===== config.mk =====
export PLATFORM = sky130hd
export DESIGN_NAME = ps2_rx_frame
export DESIGN_NICKNAME = d
export VERILOG_FILES = /design/src/rtl/ps2_pkg.sv /design/src/rtl/ps2_sync_filter.sv /design/src/rtl/ps2_rx_frame.sv
export SDC_FILE = /design/constraint.sdc
export NUM_CORES = 1
export LEC_CHECK = 0
export CAP_MARGIN = 20
export CORE_MARGIN = 5
export CORE_UTILIZATION = 48
export CTS_CLUSTER_DIAMETER = 150
export DETAILED_ROUTE_END_ITERATION = 6
export PLACE_DENSITY = 0.73
export SYNTH_ARGS = -nofsm -noshare
export SYNTH_HDL_FRONTEND = slang
export SYNTH_SLANG_ARGS = --single-unit

===== constraint.sdc =====
create_clock -name sys_clk -period 2.35 [get_ports sys_clk]
set_input_delay 0.705 -clock sys_clk [delete_from_list [all_inputs] [get_ports sys_clk]]
set_output_delay 0.705 -clock sys_clk [all_outputs]
set_load 0.01 [all_outputs]

===== src/rtl/ps2_pkg.sv =====
// Shared definitions for the PS/2 frame receiver: error codes, FSM state
// encoding and frame geometry.
package ps2_pkg;

   localparam int DATA_BITS = 8;

   localparam logic [1:0] ERR_PARITY   = 2'd0;
   localparam logic [1:0] ERR_STOP     = 2'd1;
   localparam logic [1:0] ERR_TIMEOUT  = 2'd2;
   localparam logic [1:0] ERR_OVERFLOW = 2'd3;

   typedef enum logic [1:0] {
      ST_IDLE   = 2'd0,
      ST_DATA   = 2'd1,
      ST_PARITY = 2'd2,
      ST_STOP   = 2'd3
   } ps2_state_t;

   // Odd parity holds when data and parity bit together carry an odd number of ones
   function automatic logic odd_parity_ok(input logic [DATA_BITS-1:0] data,
                                          input logic par);
      return ^{data, par};
   endfunction

endpackage


===== src/rtl/ps2_sync_filter.sv =====
// PS/2 clock conditioning: 2-FF synchroniser, run-length glitch filter and
// falling-edge detector. The filtered level only follows the synced pin after
// FILTER_LEN identical consecutive samples; fall pulses on the cycle after
// the filtered level drops.
module ps2_sync_filter #(
   parameter int FILTER_LEN = 8
) (
   input  logic sys_clk,
   input  logic sys_rst_n,
   input  logic pin,
   output logic fall
);

   localparam int CW = $clog2(FILTER_LEN + 1);

   logic          sync_p0;
   logic          sync_p1;
   logic          filt;
   logic [CW-1:0] run_cnt;

   // Two-flop synchroniser; idle bus level is high
   always_ff @(posedge sys_clk or negedge sys_rst_n) begin
      if (!sys_rst_n) begin
         sync_p0 <= 1'b1;
         sync_p1 <= 1'b1;
      end else begin
         sync_p0 <= pin;
         sync_p1 <= sync_p0;
      end
   end

   // Count samples that disagree with the filtered level; flip once the run is long enough
   always_ff @(posedge sys_clk or negedge sys_rst_n) begin
      if (!sys_rst_n) begin
         filt    <= 1'b1;
         run_cnt <= '0;
         fall    <= 1'b0;
      end else begin
         fall <= 1'b0;
         if (sync_p1 == filt) begin
            run_cnt <= '0;
         end else if (run_cnt == CW'(FILTER_LEN - 1)) begin
            filt    <= sync_p1;
            run_cnt <= '0;
            fall    <= ~sync_p1;
         end else begin
            run_cnt <= run_cnt + 1'b1;
         end
      end
   end

endmodule


===== src/rtl/ps2_rx_frame.sv =====
// PS/2 device-to-host frame receiver. Deserialises start / 8 data (LSB first)
// / odd parity / stop frames on filtered PS2Clk falling edges and hands good
// bytes to the keyboard driver. Optional output FIFO with ready/valid
// handshake is enabled by defining PS2_RX_FIFO_EN.
module ps2_rx_frame
   import ps2_pkg::*;
#(
   parameter int FILTER_LEN  = 8,
   parameter int TIMEOUT_CYC = 20000,
   parameter int FIFO_DEPTH  = 4
) (
   input  logic                 sys_clk,
   input  logic                 sys_rst_n,
   input  logic                 PS2Clk,
   input  logic                 PS2Data,
   output logic [DATA_BITS-1:0] code,
   output logic                 code_valid,
   input  logic                 code_ready,
   output logic                 frame_err,
   output logic [1:0]           err_kind,
   output logic                 busy
);

   localparam int TW = $clog2(TIMEOUT_CYC + 1);
   localparam int BW = $clog2(DATA_BITS);

   logic                 dsync_p0;
   logic                 dsync_p1;
   logic                 fall_p0;

   ps2_state_t           state;
   logic [BW-1:0]        bitcnt;
   logic [DATA_BITS-1:0] shreg;
   logic                 par_bit;
   logic [TW-1:0]        tocnt;

   logic                 vld_p1;
   logic [DATA_BITS-1:0] byte_p1;
   logic                 ovf_evt;

   ps2_sync_filter #(
      .FILTER_LEN (FILTER_LEN)
   ) u_clk_filter (
      .sys_clk   (sys_clk),
      .sys_rst_n (sys_rst_n),
      .pin       (PS2Clk),
      .fall      (fall_p0)
   );

   // Data pin is only synchronised; it is sampled when the filtered clock falls
   always_ff @(posedge sys_clk or negedge sys_rst_n) begin
      if (!sys_rst_n) begin
         dsync_p0 <= 1'b1;
         dsync_p1 <= 1'b1;
      end else begin
         dsync_p0 <= PS2Data;
         dsync_p1 <= dsync_p0;
      end
   end

   // Frame FSM with timeout supervision; byte and error reporting are registered here
   always_ff @(posedge sys_clk or negedge sys_rst_n) begin
      if (!sys_rst_n) begin
         state     <= ST_IDLE;
         bitcnt    <= '0;
         shreg     <= '0;
         par_bit   <= 1'b0;
         tocnt     <= '0;
         vld_p1    <= 1'b0;
         byte_p1   <= '0;
         frame_err <= 1'b0;
         err_kind  <= ERR_PARITY;
      end else begin
         vld_p1    <= 1'b0;
         frame_err <= 1'b0;

         if (state == ST_IDLE || fall_p0) begin
            tocnt <= '0;
         end else if (tocnt != TW'(TIMEOUT_CYC)) begin
            tocnt <= tocnt + 1'b1;
         end

         if (fall_p0) begin
            case (state)
               ST_IDLE: begin
                  // A high bit here is line noise, not a start bit
                  if (!dsync_p1) begin
                     state  <= ST_DATA;
                     bitcnt <= '0;
                  end
               end
               ST_DATA: begin
                  shreg[bitcnt] <= dsync_p1;
                  if (bitcnt == BW'(DATA_BITS - 1)) begin
                     state <= ST_PARITY;
                  end else begin
                     bitcnt <= bitcnt + 1'b1;
                  end
               end
               ST_PARITY: begin
                  par_bit <= dsync_p1;
                  state   <= ST_STOP;
               end
               ST_STOP: begin
                  state <= ST_IDLE;
                  // Parity failure is reported in preference to a bad stop bit
                  if (!odd_parity_ok(shreg, par_bit)) begin
                     frame_err <= 1'b1;
                     err_kind  <= ERR_PARITY;
                  end else if (!dsync_p1) begin
                     frame_err <= 1'b1;
                     err_kind  <= ERR_STOP;
                  end else begin
                     vld_p1  <= 1'b1;
                     byte_p1 <= shreg;
                  end
               end
               default: state <= ST_IDLE;
            endcase
         end else if (state != ST_IDLE && tocnt == TW'(TIMEOUT_CYC)) begin
            state     <= ST_IDLE;
            frame_err <= 1'b1;
            err_kind  <= ERR_TIMEOUT;
         end

         // Overflow is flagged one cycle after a stop edge, so it never collides with a frame error
         if (ovf_evt) begin
            frame_err <= 1'b1;
            err_kind  <= ERR_OVERFLOW;
         end
      end
   end

   assign busy = (state != ST_IDLE);

`ifdef PS2_RX_FIFO_EN
   localparam int AW = $clog2(FIFO_DEPTH);

   logic [DATA_BITS-1:0] mem [FIFO_DEPTH];
   logic [AW-1:0]        wr_ptr;
   logic [AW-1:0]        rd_ptr;
   logic [AW:0]          count;
   logic                 full;
   logic                 pop;
   logic                 push_ok;

   assign full       = (count == (AW + 1)'(FIFO_DEPTH));
   assign code_valid = (count != '0);
   assign code       = mem[rd_ptr];
   assign pop        = code_valid && code_ready;
   // A simultaneous pop frees a slot, so a push into a full FIFO still lands
   assign push_ok    = vld_p1 && (!full || pop);
   assign ovf_evt    = vld_p1 && full && !pop;

   // Output FIFO: pointers wrap naturally because the depth is a power of two
   always_ff @(posedge sys_clk or negedge sys_rst_n) begin
      if (!sys_rst_n) begin
         for (int i = 0; i < FIFO_DEPTH; i++) begin
            mem[i] <= '0;
         end
         wr_ptr <= '0;
         rd_ptr <= '0;
         count  <= '0;
      end else begin
         if (push_ok) begin
            mem[wr_ptr] <= byte_p1;
            wr_ptr      <= wr_ptr + 1'b1;
         end
         if (pop) begin
            rd_ptr <= rd_ptr + 1'b1;
         end
         case ({push_ok, pop})
            2'b10:   count <= count + 1'b1;
            2'b01:   count <= count - 1'b1;
            default: count <= count;
         endcase
      end
   end
`else
   logic unused_ok;

   assign code       = byte_p1;
   assign code_valid = vld_p1;
   assign ovf_evt    = 1'b0;
   assign unused_ok  = code_ready ^ FIFO_DEPTH[0];
`endif

endmodule


======== Word-level counts from Yosys, hierarchy flattened ========
Index checks and enable logic that the tools add are counted.
operators by class
  $add $sub $neg .......................... 3
  magnitude comparators ................... 2
  eq/ne operators ......................... 14
  multiplexer cells ....................... 30
  bitwise gates (word level) .............. 2
  reductions and logical operators ........ 16
operators with widths
  cell                                                                           count
  15-bit 2-to-1 mux                                                              2
  2-bit 2-to-1 mux                                                               8
  15-bit by 1-bit adder with 15-bit output (second input constant)               1
  15-bit == test (second input constant)                                         1
  15-bit != test (second input constant)                                         1
  1-bit 2-to-1 mux                                                               12
  3-bit != test (second input constant)                                          3
  9-bit XOR reduction                                                            1
  8-bit bitwise mux                                                              1
  4-bit 2-to-1 mux                                                               2
  2-bit case mux with 4 select lines                                             1
  4-bit AND reduction                                                            2
  2-bit nonzero test                                                             4
  3-bit 2-to-1 mux                                                               2
  2-bit != test (second input constant)                                          3
  3-bit case mux with 2 select lines                                             1
  2-bit AND reduction                                                            3
  3-bit AND reduction                                                            2
  4-bit by 1-bit adder with 4-bit output (second input constant)                 1
  2-bit == test (second input constant)                                          2
  4-bit by 3-bit == test with 1-bit output (second input constant)               1
  3-bit by 4-bit less-than comparator with 1-bit output (second input constant)  1
  3-bit by 1-bit adder with 3-bit output (second input constant)                 1
  1-bit demux with 3-bit select                                                  1
  other kinds (8)                                                                10
word-level totals
  flip-flop bits (word level) ............. 51
  input port bits ......................... 5
  output and inout port bits .............. 13
  logic and storage cells ................. 83

======== Depth between registers and ports, before layout ========
  word-level depth ........................ 5
  gate-level depth with buffers ........... 6
  mapped depth without buffers ............ 6

======== Cells and area by module ========
Synthesis repeated with hierarchy kept, for this count alone.
unflattened totals
  cell total of the unflattened synthesis .. 213
  area total of the unflattened synthesis .. 2,411.1 um^2
modules (own cells, without submodules)
  module           times used  cells an instance  area each (um^2)  seq. area each (um^2)
  ps2_rx_frame     1           192                2,089.5           1,078.5
  ps2_sync_filter  1           21                 321.6             203.9

======== Worst setup path before layout ========
No wires, ideal clock.
  path type ............................... register to register
  from .................................... register shreg[1]
  to ...................................... register byte_p1[0] (netlist: code[0])
  setup time .............................. 0.125 ns
  arrival ................................. 1.702 ns
  required time ........................... 2.225 ns
  slack ................................... 0.523 ns
  cell stages (with the launch flop) ...... 5
  path buffers ............................ 0
  clock period less this slack ............ 1.827 ns
  cell sequence ........................... dfrtp_1 -> xor2_1 -> xnor3_2 -> mux2i_4 -> mux2_2
between the ends
  cells in the longest elaborated chain, start to end .. 2
RTL lines
  element                               line                 text
  from (decl)                           ps2_rx_frame.sv:33   logic [DATA_BITS-1:0] shreg;
  from (signal, indexed assignment)     ps2_rx_frame.sv:93   shreg[bitcnt] <= dsync_p1;
  9-bit XOR reduction                   ps2_pkg.sv:22        return ^{data, par};
  4-bit AND reduction (no source line)  -
  to (signal assigned)                  ps2_rx_frame.sv:115  byte_p1 <= shreg;
  to (decl)                             ps2_rx_frame.sv:38   logic [DATA_BITS-1:0] byte_p1;
Every way passes these cells.
A chain may end at the register's enable or synchronous reset.

======== Worst setup path in the final report ========
  from .................................... register state[0]
  to ...................................... output busy
between the ends
  cells in the longest elaborated chain, start to end .. 1
RTL lines
  element                 line                 text
  from (decl)             ps2_rx_frame.sv:31   ps2_state_t state;
  from (signal assigned)  ps2_rx_frame.sv:64   state <= ST_IDLE;
  from (signal assigned)  ps2_rx_frame.sv:88   state <= ST_DATA;
  from (signal assigned)  ps2_rx_frame.sv:95   state <= ST_PARITY;
  2-bit nonzero test      ps2_rx_frame.sv:134  assign busy = (state != ST_IDLE);
  to (decl)               ps2_rx_frame.sv:21   output logic busy
Every way passes these cells.

==> results.toml <==
[cells_and_area]
antenna_cells = 0
instances_no_fill = 311
drive_gt1_frac = 0.162
fillerInstances = 450
nets = 254
area_growth_pct = 14.5

[timing]
setup_viol_count_final = 0
max_freq_mhz = 468
period_needed_ps = 2140
setup_tns_ps = 0
slew_headroom = 0.642
hold_viol_final = 0
min_period_over_period = 0.910
rsz0062_at_grt = "no"
clock-skew-final_ps = 7.29
worst_slew_pin_slew_ps = 533
slew_viol_final = 0

[floorplan]
initial_core_util = 0.487
ios = 18
die_height_um = 81.5
core_area_mm2 = 0.00504
die_area_mm2 = 0.00664
row_count = 26
die_w_um = 81.5

[placement]
port_buffers = 16
place_inst = 303
place_hpwl_mm = 3.00
place.gp.congestion = 0.732

[setup_path]
r2r-end = "code[4]"
cpMostUsedCell = "inv_1"
r2r_start = "shreg[1]"
rrSetupSlack_ps = 360
start_kind = "flip-flop"
worst_path_largest_cell_delay_ps = 410
ff2ff_path_depth = 4
crit_slowest_cell = "dfrtp_1"
cp_cell_sequence = "inv_1 > ha_1 > inv_1 > dlygate4sd2_1"
worst_ep_required_time_ps = 1640
critPathTopFamily = "buffers and inverters"
crit_path_end_kind = "output pin"
cp.buffers_inverters = 3
critPathLaunch = "state[0]"
worstPathArrival_ps = 1430
crit_fanout = 5
path_class = "reg2out"

[worst_hold_path]
hold_path.class = "reg2reg"
hold_end = "u_clk_filter.sync_p1"
hp-start = "u_clk_filter.sync_p0"
worstHoldPathCells = 0

[clocking]
cts_buffers = 5
path_clk_slew_ps = 90
cts_buffer_depth = 2
cts.htree.levels = 2
cts_root_buf = "clkbuf_8"
cts_tree = "done"
worst_skew_pair.late_latency_ps = 300
clock-sinks = 51

[synth]
synth-compound-area-share = 0.0632
synth_cell_type_count = 37
syn_inst = 218
ys_seq_elements = 51
synthSimpleGateAreaFrac = 0.169
synth_edf_count = 0
synth_top_family_by_area = "simple AND/OR/NAND/NOR gates"
syn_nets = 232
syn-cell-area_mm2 = 0.00245
synthMuxAreaShare = 0.104
synth_ff_type = "dfrtp_1"
post_synth.cell_area_avg_um2 = 11.3
synth-adder-area-share = 0.0459
yosys_warnings = 0
async_reset_ff_frac = 1.00
synth_xor_area_frac = 0.0724
seq_area_frac_synth = 0.522

[grt]
grt_antenna_before_repair = 0
grt_pass1_wl_mm = 7.45
grt_overflow_total = 0
grt_usage = 0.144
grt_max_degree = 31
grt_pass1_vias = 1595

[power_and_ir_drop]
sw_frac_of_total = 0.228
intPower_mw = 1.20
leakage_nw = 1.18
ir_worst_vdd_mv = 0.426
power.switching_mw = 0.353
pwr-share-clk = 0.340
p_per_area_mw_per_mm2 = 552
p_comb_frac = 0.054
seqPwrFrac = 0.606

[status]
status = "finished, final reports clean"

[routing]
viasPerCell = 5.29
wl_mm = 4.18
vias = 1644
first_iter_violations = 85
drtAntennaViolNets = 0
routedWlPerCell_um = 13.4
drtPass1Iterations = 4
drcViolationCount = 0

[job]
max_cap_viol_count = 0
[through the flow]
| stage | instance area [µm²] | utilization | power (mW) | hold WS (ps) | worst slack (ps) |
|---|---|---|---|---|---|
| CTS | 2810 | 0.558 | 1.58 | 363 | 196 |
| global route | 2810 | 0.558 | 1.63 | 365 | 110 |
| floorplan | 2450 | - | 1.01 | 345 | 523 |
| detailed placement | 2710 | 0.538 | 1.05 | 349 | 281 |
| global placement | 2710 | 0.538 | 1.04 | 346 | 303 |
| finish | 2810 | 0.558 | 1.55 | 362 | 212 |
[synthesized netlist by cell type (2+ instances only)]
library cell  count  area (µm²)
dfrtp_1          46        1150
nor3_1            6        30.0
dfstp_2           5         131
ha_1              9         113
a21oi_1           7        35.0
nand2_1          16        60.1
nor4_1            4        25.0
a22o_1            2        17.5
clkbuf_1          2        7.51
mux2i_1           2        20.0
nand4_1           5        31.3
or3_1             5        31.3
mux2_2           19         214
nor2_1           18        67.6
o21ai_0          14        70.1
nor2b_1           2        12.5
nor3b_1           3        22.5
xor2_1            2        17.5
inv_1            12        45.0
nand3_1           6        30.0
nor4bb_1          2        20.0
nor4b_1           2        17.5
xnor2_1          13         114
nand2b_1          3        18.8
[worst reg2reg max path, stage by stage, from the launching register on]
cell     delay [ps]
dfrtp_1         410
xor2_1          170
xnor3_2         490
mux2i_4         430
mux2_2          390
[power groups by stage]
stage | sequential, mW | clock (mW) | combinational [mW]
6_report | 0.941 | 0.527 | 0.0839
3_3_place_gp | 0.956 | 0 | 0.0852
3_5_place_dp | 0.959 | 0 | 0.0867
5_1_grt | 0.949 | 0.576 | 0.101
2_1_floorplan | 0.951 | 0 | 0.0545
4_1_cts | 0.941 | 0.548 | 0.0880
[per-layer routing]
layer,wire [µm],GRT usage,up-vias
li1,-,-,805
met1,2030,0.200,807
met2,1990,0.232,32
met3,151,0.0296,0
met4,0,0.0355,0
met5,0,0,-
[flip-flops by register name, indices dropped and copies added (netlist names)]
name and flops:
u_clk_filter.sync_p0 1, err_kind 2, code 8, shreg 8, u_clk_filter.run_cnt 4, bitcnt 3, frame_err 1, code_valid 1
dsync_p0 1, tocnt 15, u_clk_filter.sync_p1 1, state 2, u_clk_filter.filt 1, par_bit 1, u_clk_filter.fall 1, dsync_p1 1
[how the worst max path moves through the flow]
stage | cells after the start | end | slack (ps)
final | 4 | busy | 210
after global placement | 4 | busy | 300
after global routing | 4 | busy | 110
after floorplan | 4 | code[0] | 520
after CTS | 4 | busy | 200
after detailed placement | 4 | busy | 280
[timing repair]
item                                    in CTS  in global routing
gates resized for setup                      1                  0
hold buffers                                 0                  0
hold endpoints to repair                     0                  0
setup buffers                                0                  0
endpoints found under the setup margin       1                  0
[cell type report]
class / instances / area, µm² / area share
Clock buffer: 6 / 82.6 / 0.0294
Clock inverter: 2 / 16.3 / 0.00579
Inverter: 12 / 45.0 / 0.0160
Multi-Input combinational cell: 152 / 1120 / 0.397
Sequential cell: 51 / 1280 / 0.456
Tap cell: 70 / 87.6 / 0.0312
Timing Repair Buffer: 18 / 181 / 0.0645
[layout by cell type, fill, tap and decap left out, types with 5 or more instances in the layout]
cell type,Yosys,layout
dfrtp_1,46,46
mux2_2,19,19
nor2_1,18,18
nand2_1,16,16
o21ai_0,14,14
clkdlybuf4s50_1,0,14
xnor2_1,13,13
inv_1,12,12
ha_1,9,9
a21oi_1,7,7
nand3_1,6,6
nor3_1,6,6
clkbuf_8,0,6
nand4_1,5,5
or3_1,5,5
dfstp_2,5,5
[logic make-up (layout without fill, tap and decap cells)]
| group | Yosys count | count (layout) |
|---|---|---|
| and+or+nand+nor | 77 | 77 |
| DFF | 51 | 51 |
| AOI/OAI and AO/OA | 27 | 27 |
| muxes | 22 | 22 |
| xor gates and xnor gates | 17 | 17 |
| buffers and inverters | 15 | 38 |
| adders and majority gates | 9 | 9 |
No activity file was read; power rests on OpenSTA's default activity.
